==> config.mk <==
export PLATFORM = sky130hd
export DESIGN_NAME = instruction_fetch
export DESIGN_NICKNAME = d
export VERILOG_FILES = /design/src/rtl/instruction_fetch.sv
export SDC_FILE = /design/constraint.sdc
export NUM_CORES = 1
export LEC_CHECK = 0
export CORE_MARGIN = 1
export CORE_UTILIZATION = 55
export CTS_CLUSTER_SIZE = 20
export DETAILED_ROUTE_END_ITERATION = 6
export DONT_BUFFER_PORTS = 1
export PLACE_DENSITY_LB_ADDON = 0.3
export SLEW_MARGIN = 25
export SYNTH_ARGS = -nofsm -noshare
export SYNTH_HDL_FRONTEND = slang
export SYNTH_SLANG_ARGS = --single-unit
==> constraint.sdc <==
create_clock -name clk -period 2 [get_ports clk]
set_input_delay 0.4 -clock clk [delete_from_list [all_inputs] [get_ports clk]]
set_output_delay 0.4 -clock clk [all_outputs]
set_load 0.03 [all_outputs]
==> src/rtl/instruction_fetch.sv <==
// Instruction fetch stage: samples the PC, performs a req/ack read of instruction
// memory and presents the fetched word to the decoder over a valid/ready handshake.
module instruction_fetch #(
   parameter int ADDR_W = 16,
   parameter int DATA_W = 16
) (
   input  logic              clk,
   input  logic              reset,
   input  logic [ADDR_W-1:0] pc_in,
   output logic              pc_inc,
   input  logic              flush,
   output logic              imem_req,
   output logic [ADDR_W-1:0] imem_addr,
   input  logic              imem_ack,
   input  logic [DATA_W-1:0] imem_rdata,
   output logic [DATA_W-1:0] ir_out,
   output logic [ADDR_W-1:0] ir_pc,
   output logic              ir_valid,
   input  logic              ir_ready
);

   typedef enum logic [1:0] {
      FETCH = 2'd0,
      WAIT  = 2'd1,
      HOLD  = 2'd2
   } state_t;

   state_t            state_q,     state_d;
   logic              discard_q,   discard_d;
   logic              imem_req_q,  imem_req_d;
   logic [ADDR_W-1:0] imem_addr_q, imem_addr_d;
   logic              pc_inc_q,    pc_inc_d;
   logic              ir_valid_q,  ir_valid_d;
   logic [DATA_W-1:0] ir_out_q,    ir_out_d;
   logic [ADDR_W-1:0] ir_pc_q,     ir_pc_d;

   // State and output registers; async reset also drops imem_req immediately.
   always_ff @(posedge clk or negedge reset) begin
      if (!reset) begin
         state_q     <= FETCH;
         discard_q   <= 1'b0;
         imem_req_q  <= 1'b0;
         imem_addr_q <= '0;
         pc_inc_q    <= 1'b0;
         ir_valid_q  <= 1'b0;
         ir_out_q    <= '0;
         ir_pc_q     <= '0;
      end else begin
         state_q     <= state_d;
         discard_q   <= discard_d;
         imem_req_q  <= imem_req_d;
         imem_addr_q <= imem_addr_d;
         pc_inc_q    <= pc_inc_d;
         ir_valid_q  <= ir_valid_d;
         ir_out_q    <= ir_out_d;
         ir_pc_q     <= ir_pc_d;
      end
   end

   // Next-state and registered-output logic; pc_inc defaults low so it is a single-cycle pulse.
   always_comb begin
      state_d     = state_q;
      discard_d   = discard_q;
      imem_req_d  = imem_req_q;
      imem_addr_d = imem_addr_q;
      pc_inc_d    = 1'b0;
      ir_valid_d  = ir_valid_q;
      ir_out_d    = ir_out_q;
      ir_pc_d     = ir_pc_q;

      case (state_q)
         FETCH: begin
            if (!flush) begin
               imem_addr_d = pc_in;
               imem_req_d  = 1'b1;
               state_d     = WAIT;
            end else begin
               state_d = FETCH;
            end
         end
         WAIT: begin
            // The request stays up until ack; a flush only marks the word as stale.
            if (imem_ack) begin
               imem_req_d = 1'b0;
               if (discard_q || flush) begin
                  discard_d = 1'b0;
                  state_d   = FETCH;
               end else begin
                  ir_out_d   = imem_rdata;
                  ir_pc_d    = imem_addr_q;
                  ir_valid_d = 1'b1;
                  pc_inc_d   = 1'b1;
                  state_d    = HOLD;
               end
            end else if (flush) begin
               discard_d = 1'b1;
            end else begin
               discard_d = discard_q;
            end
         end
         HOLD: begin
            if (flush) begin
               ir_valid_d = 1'b0;
               state_d    = FETCH;
            end else if (ir_valid_q && ir_ready) begin
               ir_valid_d = 1'b0;
               state_d    = FETCH;
            end else begin
               state_d = HOLD;
            end
         end
         default: begin
            state_d    = FETCH;
            discard_d  = 1'b0;
            imem_req_d = 1'b0;
            ir_valid_d = 1'b0;
         end
      endcase
   end

   assign pc_inc    = pc_inc_q;
   assign imem_req  = imem_req_q;
   assign imem_addr = imem_addr_q;
   assign ir_valid  = ir_valid_q;
   assign ir_out    = ir_out_q;
   assign ir_pc     = ir_pc_q;

endmodule

# == Yosys cells after proc, flatten, opt, wreduce, memory -nomap -nowiden ==
# Index checks and enable logic that the tools add are counted.
# word_totals
register_bits,54
latch_bits,0
mem_bits_rw,0
rom_bits,0
input_bits,37
elab_cells,51
mem_count,0
# classes
addsub,0
multipliers,0
div_mod_pow,0
order_cmp,0
n_eq_ne,8
shifts,0
n_mux,21
bitwise_logic,5
reduce_logical,9
# ops
operator,n
$mux 1,13
$ne 3x3->1 const B,3
$reduce_and 3->1,3
$mux 2,4
$ne 2x2->1 const B,3
$pmux 1 s3,2
$pmux 2 s3,1
$not 1->1,5
$reduce_and 4->1,1
$eq 2x1->1 const B,1
$eq 2x2->1 const B,1
$logic_not 2->1,1
$pmux 1 s2,1
$reduce_and 2->1,1
$reduce_or 2->1,1
$logic_and 1x1->1,1
$logic_or 1x1->1,1

# == Logic depth before layout (Yosys ltp) ==
# Gate-level depths: netlist of the first run.
# logic_depth
ltp_word,4
ltp_mapped,4
depth_no_buf,3

# == Least setup slack after synthesis of the first run ==
# OpenSTA, ideal clock, no wires.
# synth_path
kind,register -> register
from,register state_q[0]
to,"register imem_addr_q[0], in the netlist imem_addr[0]"
t_arrival_ps,1334
required_time_ps,1875
setup_slack_ps,541
path_stages_with_launch,5
period_less_slack_ps,1459
path_cell_list,dfrtp_1 buf_6 nor3_4 buf_4 mux2_2
# synth_via
elab_chain_cells,2
# synth_lines
element,line,rtl
"start, declared",28,"state_t state_q, state_d;"
"start signal, assigned",49,state_q <= state_d;
$logic_not 2->1,71,case (state_q)
$reduce_and 2->1 (no source line),n/a,
"end signal, assigned",52,imem_addr_q <= imem_addr_d;
"end, declared",31,"logic [ADDR_W-1:0] imem_addr_q, imem_addr_d;"
# No other way between the ends.
# A chain may end at the register's enable or synchronous reset.

# == Final worst setup path of the first run ==
# layout_path
from,register state_q[1]
to,"register ir_out_q[14], in the netlist ir_out[14]"
# layout_via
elab_chain_cells,2
# layout_lines
element,line,rtl
$eq 2x1->1,71,
$reduce_and 3->1 (no source line),n/a,
"end signal, assigned",55,ir_out_q <= ir_out_d;
"end, declared",34,"logic [DATA_W-1:0] ir_out_q, ir_out_d;"
# No other way between the ends.

==> results of run 1 <==
==> cells in the final DEF, fill, tap and decap left out <==
cell,instances
sky130_fd_sc_hd__buf_4,1
sky130_fd_sc_hd__nand4b_4,1
sky130_fd_sc_hd__dfrtp_1,54
sky130_fd_sc_hd__clkinv_2,1
sky130_fd_sc_hd__mux2_4,28
sky130_fd_sc_hd__a31oi_1,1
sky130_fd_sc_hd__a21oi_1,2
sky130_fd_sc_hd__buf_16,1
sky130_fd_sc_hd__nor2_4,1
sky130_fd_sc_hd__nor4bb_1,1
sky130_fd_sc_hd__nor3_4,1
sky130_fd_sc_hd__dlygate4sd3_1,1
sky130_fd_sc_hd__a211oi_1,1
sky130_fd_sc_hd__nor2b_1,1
sky130_fd_sc_hd__mux2_2,20
sky130_fd_sc_hd__o31ai_1,1
sky130_fd_sc_hd__inv_1,3
sky130_fd_sc_hd__nor2_1,1
sky130_fd_sc_hd__nand2_1,3
sky130_fd_sc_hd__o21ai_0,2
sky130_fd_sc_hd__buf_12,2
sky130_fd_sc_hd__or2_2,1
sky130_fd_sc_hd__clkbuf_8,6
sky130_fd_sc_hd__clkbuf_1,1
==> where the power goes <==
group	leakage, nW	internal [W]	total, W	switching (W)
Sequential	0.644	0.00162	0.00314	0.00153
Clock	0.0482	0.000280	0.000605	0.000325
Combinational	0.458	0.000703	0.000982	0.000279
==> cell type report <==
class,instances,area [um2],share of cell area
multi-input combinational,65,776,0.327
clock inverter,1,5.00,0.00211
clock buffer,7,86.3,0.0364
tap,48,60.1,0.0253
sequential,54,1350,0.569
timing repair buffer,5,85.1,0.0358
inverter,3,11.3,0.00474
==> critical path: cells and delay by family (launching register included) <==
family,cells,cell delay (ns)
mux,1,0.30
buf+inv,1,0.28
flops,1,0.49
simple gates,2,0.47
==> metrics by stage <==
step                      area [um2]  power [W]  utilization  cells
final                           2370    0.00473        0.634    183
after global routing            2370    0.00494        0.634    183
after CTS                       2370    0.00477        0.634    183
after detailed placement        2250    0.00414        0.600    173
after global placement          2250    0.00406        0.600    173
after floorplan                 2190    0.00390            -    127
==> repair_timing <==
item	in CTS	in global routing
endpoints found under the hold margin	54	0
hold buffers	2	0
setup buffers	0	0
==> worst paths after layout <==
path	end	slack, ns
max	ir_out[14]	0.35
max reg2reg	ir_out[14]	0.35
min reg2reg	discard_q	0.59
min	state_q[1]	0.16
max in group asynchronous	ir_out[4]	1.17
min in group asynchronous	ir_out[9]	0.61
==> logic make-up after synthesis <==
| logic type | synth area share |
|---|---|
| multiplexers | 0.295 |
| flip-flops | 0.617 |
| AND/OR/NAND/NOR | 0.0406 |
| buffers and inverters | 0.0291 |
| AO/OA/AOI/OAI | 0.0189 |
==> metal layers <==
layer / GRT usage / wire, um
met1: 0.226 / 1480
met5: 0 / 0
met4: 0.0408 / 12
met3: 0.0868 / 365
met2: 0.275 / 1760
==> state kept, by name, summed over array words and instances, names as in the netlist <==
register	cells
imem_req	1
state_q	2
pc_inc	1
imem_addr	16
ir_out	16
discard_q	1
ir_pc	16
ir_valid	1
==> results.json, run 1 <==
{
  "quantity_of_gates_resized_following_cts": 0,
  "synth_seq_area_share": 0.617,
  "dieWidth_um": 65.1,
  "grt_usage": 0.178,
  "timing.final.crit_period_ns": 1.65,
  "final_net_count": 171,
  "start_util": 0.585,
  "clock_insertion_delay_worst_skew_ns": 0.30,
  "wire_length_of_the_first_global_routing_pass_um": 5500,
  "io_pins": 88,
  "cts-htree-levels": 2,
  "path_class": "reg2reg",
  "route.detailed.drc": 0,
  "layout.filler_cells": 293,
  "critPathSlowestCell": "sky130_fd_sc_hd__dfrtp_1",
  "power_leakage_nw": 1.15,
  "worstSetupStartpointType": "register",
  "timing.hold.worst_path_depth": 1,
  "maximum_fanout_along_the_worst_path": 15,
  "worst_ep_arrival_time_ns": 1.84,
  "yosys.cell_count.top_type": "sky130_fd_sc_hd__dfrtp_1",
  "first_global_vias": 1114,
  "placement.io_buffers": 0,
  "setup_violations": 0,
  "ffs_latches_synth": 54,
  "mappedNetlistArea_mm2": 0.00219,
  "route.antenna.remaining_nets": 0,
  "worst_vdd_drop_uv": 921,
  "route.vias.total": 1058,
  "number_of_synthesis_warnings": 0,
  "final.setup_skew_ns": 0.00810,
  "edff_count_synth": 0,
  "critical_path.reg2reg.startpoint": "state_q[1]",
  "routed_wirelength_um": 3610,
  "path_cells": "nor2_4, nand4b_4, buf_12, mux2_4",
  "holdCritPathClass": "in2reg",
  "post_drt_wl_per_cell_um": 19.7,
  "root_buffer": "sky130_fd_sc_hd__clkbuf_8",
  "clockBufferDepth": 2,
  "synth_ff_type": "sky130_fd_sc_hd__dfrtp_1",
  "synth_cell_types": 19,
  "clk_pin_slew_ns": 0.09,
  "largest_net_degree_at_the_start_of_global_routing": 55,
  "run_status": "completed",
  "fraction_of_registers_with_async_set_reset": 1.00,
  "clock_sink_count": 54,
  "drt_iter0_markers": 69,
  "hold_viol_final": 0,
  "num_antenna_cells": 0,
  "gp_congestion": 0.662,
  "yosys.area.top_type_share": 0.617,
  "antenna_found_initial": 0,
  "synth_cells": 127,
  "fraction_of_final_layout_cells_sized_beyond_drive_strength_1": 0.467,
  "syn-num-nets": 164,
  "tritoncts_clock_tree": "done",
  "timing.max_slew.rel_slack": 0.751,
  "dpl_ws_ns": 0.337,
  "timing.max_cap.violations": 0,
  "dieHeight_um": 65.1,
  "gr-total-overflow": 0,
  "rsz0062_at_grt": "false",
  "power.density_mw_per_mm2": 1990,
  "rows": 22,
  "fraction_of_the_cycle_the_final_worst_path_needs": 0.826,
  "syn-mean-instance-area_um2": 17.3,
  "synthDominantAreaCellType": "sky130_fd_sc_hd__dfrtp_1",
  "tightest_slew_ns": 0.374,
  "worstSetupEndpointType": "register",
  "holdCritStartpoint": "flush",
  "hold_ws_ns": 0.160,
  "routed_via_density": 5.78,
  "dieArea_mm2": 0.00424,
  "timing.setup.tns_ns": 0,
  "timing_max_transition_violations_final": 0,
  "critical_path_source": "state_q[1]",
  "cpPeakStageDelay_ns": 0.49,
  "worst_reg2reg_path_length_in_cells": 4,
  "syn_to_final_growth_pct": 8.40,
  "fmaxAchievable_mhz": 605,
  "detailed_place_hpwl_um": 2590,
  "detailedRoute.firstPassIterationCount": 4,
  "floorplan.core_area_mm2": 0.00374,
  "worst_ep_required_time_ns": 2.18,
  "netlist_top_cells_area": "sky130_fd_sc_hd__dfrtp_1, sky130_fd_sc_hd__mux2_4, sky130_fd_sc_hd__mux2_2",
  "synth_common_cells": "sky130_fd_sc_hd__dfrtp_1, sky130_fd_sc_hd__mux2_4, sky130_fd_sc_hd__mux2_2, sky130_fd_sc_hd__buf_6",
  "cts_buffers": 5,
  "final.setup.worst_slack_ns": 0.347
}
Note: power is estimated with default switching activity, not from simulation.
==> inputs of run 2 (changes only) <==
- clock period: 2 -> 1.55 ns (I/O delays scaled with it)
==> run 2 against run 1 <==
The run now ends with negative hold slack left; worst setup slack lost 0.27 ns; final cell count shrank 0.55%; final area shrank 0.90%; critical endpoint is now ir_out[1].
==> results.json, run 2 (synthesis results as in run 1) <==
{
  "gp_congestion": 0.661,
  "reg2reg_slack_ns": 0.08,
  "gr-total-overflow": 0,
  "first_global_vias": 1132,
  "final_cell_area_mm2": 0.00235,
  "power.switching_fraction": 0.441,
  "run_status": "finished with violations",
  "final_core_utilization": 0.629,
  "timing_max_transition_violations_final": 0,
  "power.density_mw_per_mm2": 2640,
  "worst_ep_required_time_ns": 1.74,
  "worst_reg2reg_path_length_in_cells": 4,
  "drt_iter0_markers": 76,
  "final.setup.worst_slack_ns": 0.0821,
  "routed_via_density": 5.92,
  "timing.max_cap.violations": 0,
  "path_class": "reg2reg",
  "most_common_cell_after_layout_fill_and_taps_aside": "sky130_fd_sc_hd__dfrtp_1",
  "fmaxAchievable_mhz": 681,
  "wire_length_of_the_first_global_routing_pass_um": 5570,
  "rows": 22,
  "clockBufferDepth": 2,
  "antenna_found_initial": 0,
  "dpl-instance-area_mm2": 0.00224,
  "fraction_of_the_cycle_the_final_worst_path_needs": 0.947,
  "timing.max_slew.rel_slack": 0.761,
  "rsz0062_at_grt": "false",
  "route.antenna.remaining_nets": 0,
  "hold_viol_final": 54,
  "dieHeight_um": 65.1,
  "timing.setup.tns_ns": 0,
  "path_cells": "nor2_4, nand4b_4, buf_6, mux2_2",
  "setup_violations": 0,
  "route.detailed.drc": 0,
  "most-common-layout-cells": "sky130_fd_sc_hd__dfrtp_1, sky130_fd_sc_hd__mux2_4, sky130_fd_sc_hd__mux2_2, sky130_fd_sc_hd__clkbuf_8",
  "routed_wirelength_um": 3650,
  "largest_net_degree_at_the_start_of_global_routing": 55,
  "final.setup_skew_ns": 0.00501,
  "syn_to_final_growth_pct": 7.42,
  "floorplan.core_area_mm2": 0.00374,
  "clock_power_share": 0.146,
  "start_util": 0.585,
  "route.vias.total": 1077,
  "detailedRoute.firstPassIterationCount": 2,
  "critical_path.reg2reg.endpoint": "ir_out[1]",
  "tritoncts_clock_tree": "done",
  "dieWidth_um": 65.1,
  "worst_vdd_drop_uv": 1060,
  "grt_usage": 0.179,
  "clock_insertion_delay_worst_skew_ns": 0.30,
  "fraction_of_final_layout_cells_sized_beyond_drive_strength_1": 0.478,
  "hold_ws_ns": -0.307,
  "root_buffer": "sky130_fd_sc_hd__clkbuf_8",
  "worstSetupStartpointType": "register",
  "place_inst": 174,
  "power_leakage_nw": 1.14,
  "cpPeakStageDelay_ns": 0.53,
  "clock_sink_count": 54,
  "worstSetupEndpointType": "register",
  "pwr-share-seq": 0.650,
  "finalNonFillerCells": 182,
  "internal_pwr_total_w": 0.00348,
  "detailed_place_hpwl_um": 2570,
  "holdCritPathClass": "in2async",
  "switchingPower_w": 0.00274,
  "power.combinational.fraction": 0.204,
  "dieArea_mm2": 0.00424,
  "post_drt_wl_per_cell_um": 20.1,
  "placement.io_buffers": 0,
  "timing.final.crit_period_ns": 1.47,
  "cts-htree-levels": 2,
  "clk_pin_slew_ns": 0.09,
  "violations": "negative hold slack",
  "final_net_count": 170,
  "critical_path.reg2reg.startpoint": "state_q[1]",
  "dpl_ws_ns": 0.000433,
  "num_antenna_cells": 0,
  "maximum_fanout_along_the_worst_path": 21,
  "tightest_slew_ns": 0.358,
  "worst_ep_arrival_time_ns": 1.65,
  "io_pins": 88,
  "critPathSlowestCell": "sky130_fd_sc_hd__dfrtp_1",
  "cts_buffers": 5
}
-- run 2: area by class of cell --
cell class                 instances  area, um2
inverter                           3       11.3
tap                               48       60.1
multi-input combinational         65        776
fill                             292       1390
clock inverter                     3       40.0
timing repair buffer               4       46.3
sequential                        54       1350
clock buffer                       5       68.8
-- run 2: routing by layer --
layer	vias to the layer above	GRT usage	share of wire
li1	461	-	-
met2	57	0.263	0.47
met1	554	0.234	0.42
met5	-	0	0
met4	0	0.0788	0.011
met3	5	0.0747	0.10
-- run 2: timing repair --
item | in CTS | in global routing
gates resized for setup | 1 | 0
setup buffers | 0 | 0
endpoints found under the setup margin | 2 | 0
hold endpoints to repair | 54 | 54
-- run 2: power by group through the flow --
stage	Sequential [W]	Combinational [W]	Clock (W)
6_report	0.00404	0.00127	0.000908
2_1_floorplan	0.00387	0.00117	0
3_3_place_gp	0.00404	0.00122	0
5_1_grt	0.00413	0.00136	0.000994
3_5_place_dp	0.00407	0.00128	0
4_1_cts	0.00405	0.00128	0.000925
-- run 2: how the worst max path moves through the flow --
stage | start | end | slack, ns
CTS | state_q[1] | ir_out[1] | 0.07
global route | state_q[1] | ir_out[1] | 0.02
finish | state_q[1] | ir_out[1] | 0.08
detailed placement | state_q[1] | ir_out[1] | 0.0004
floorplan | state_q[0] | imem_addr[0] | 0.09
global placement | state_q[1] | ir_out[1] | 0.06
-- run 2: stage by stage --
| step | power (W) | hold slack [ns] |
|---|---|---|
| after global placement | 0.00526 | 0.0155 |
| final | 0.00622 | -0.307 |
| after floorplan | 0.00504 | 0.0144 |
| after detailed placement | 0.00535 | 0.0155 |
| after CTS | 0.00626 | -0.317 |
| after global routing | 0.00648 | -0.331 |
-- run 2: critical path, delay by kind of cell, from the launching register on --
kind | cells | cell delay [ns]
buffers and inverters | 1 | 0.26
and+or+nand+nor | 2 | 0.18
muxes | 1 | 0.37
DFF | 1 | 0.53
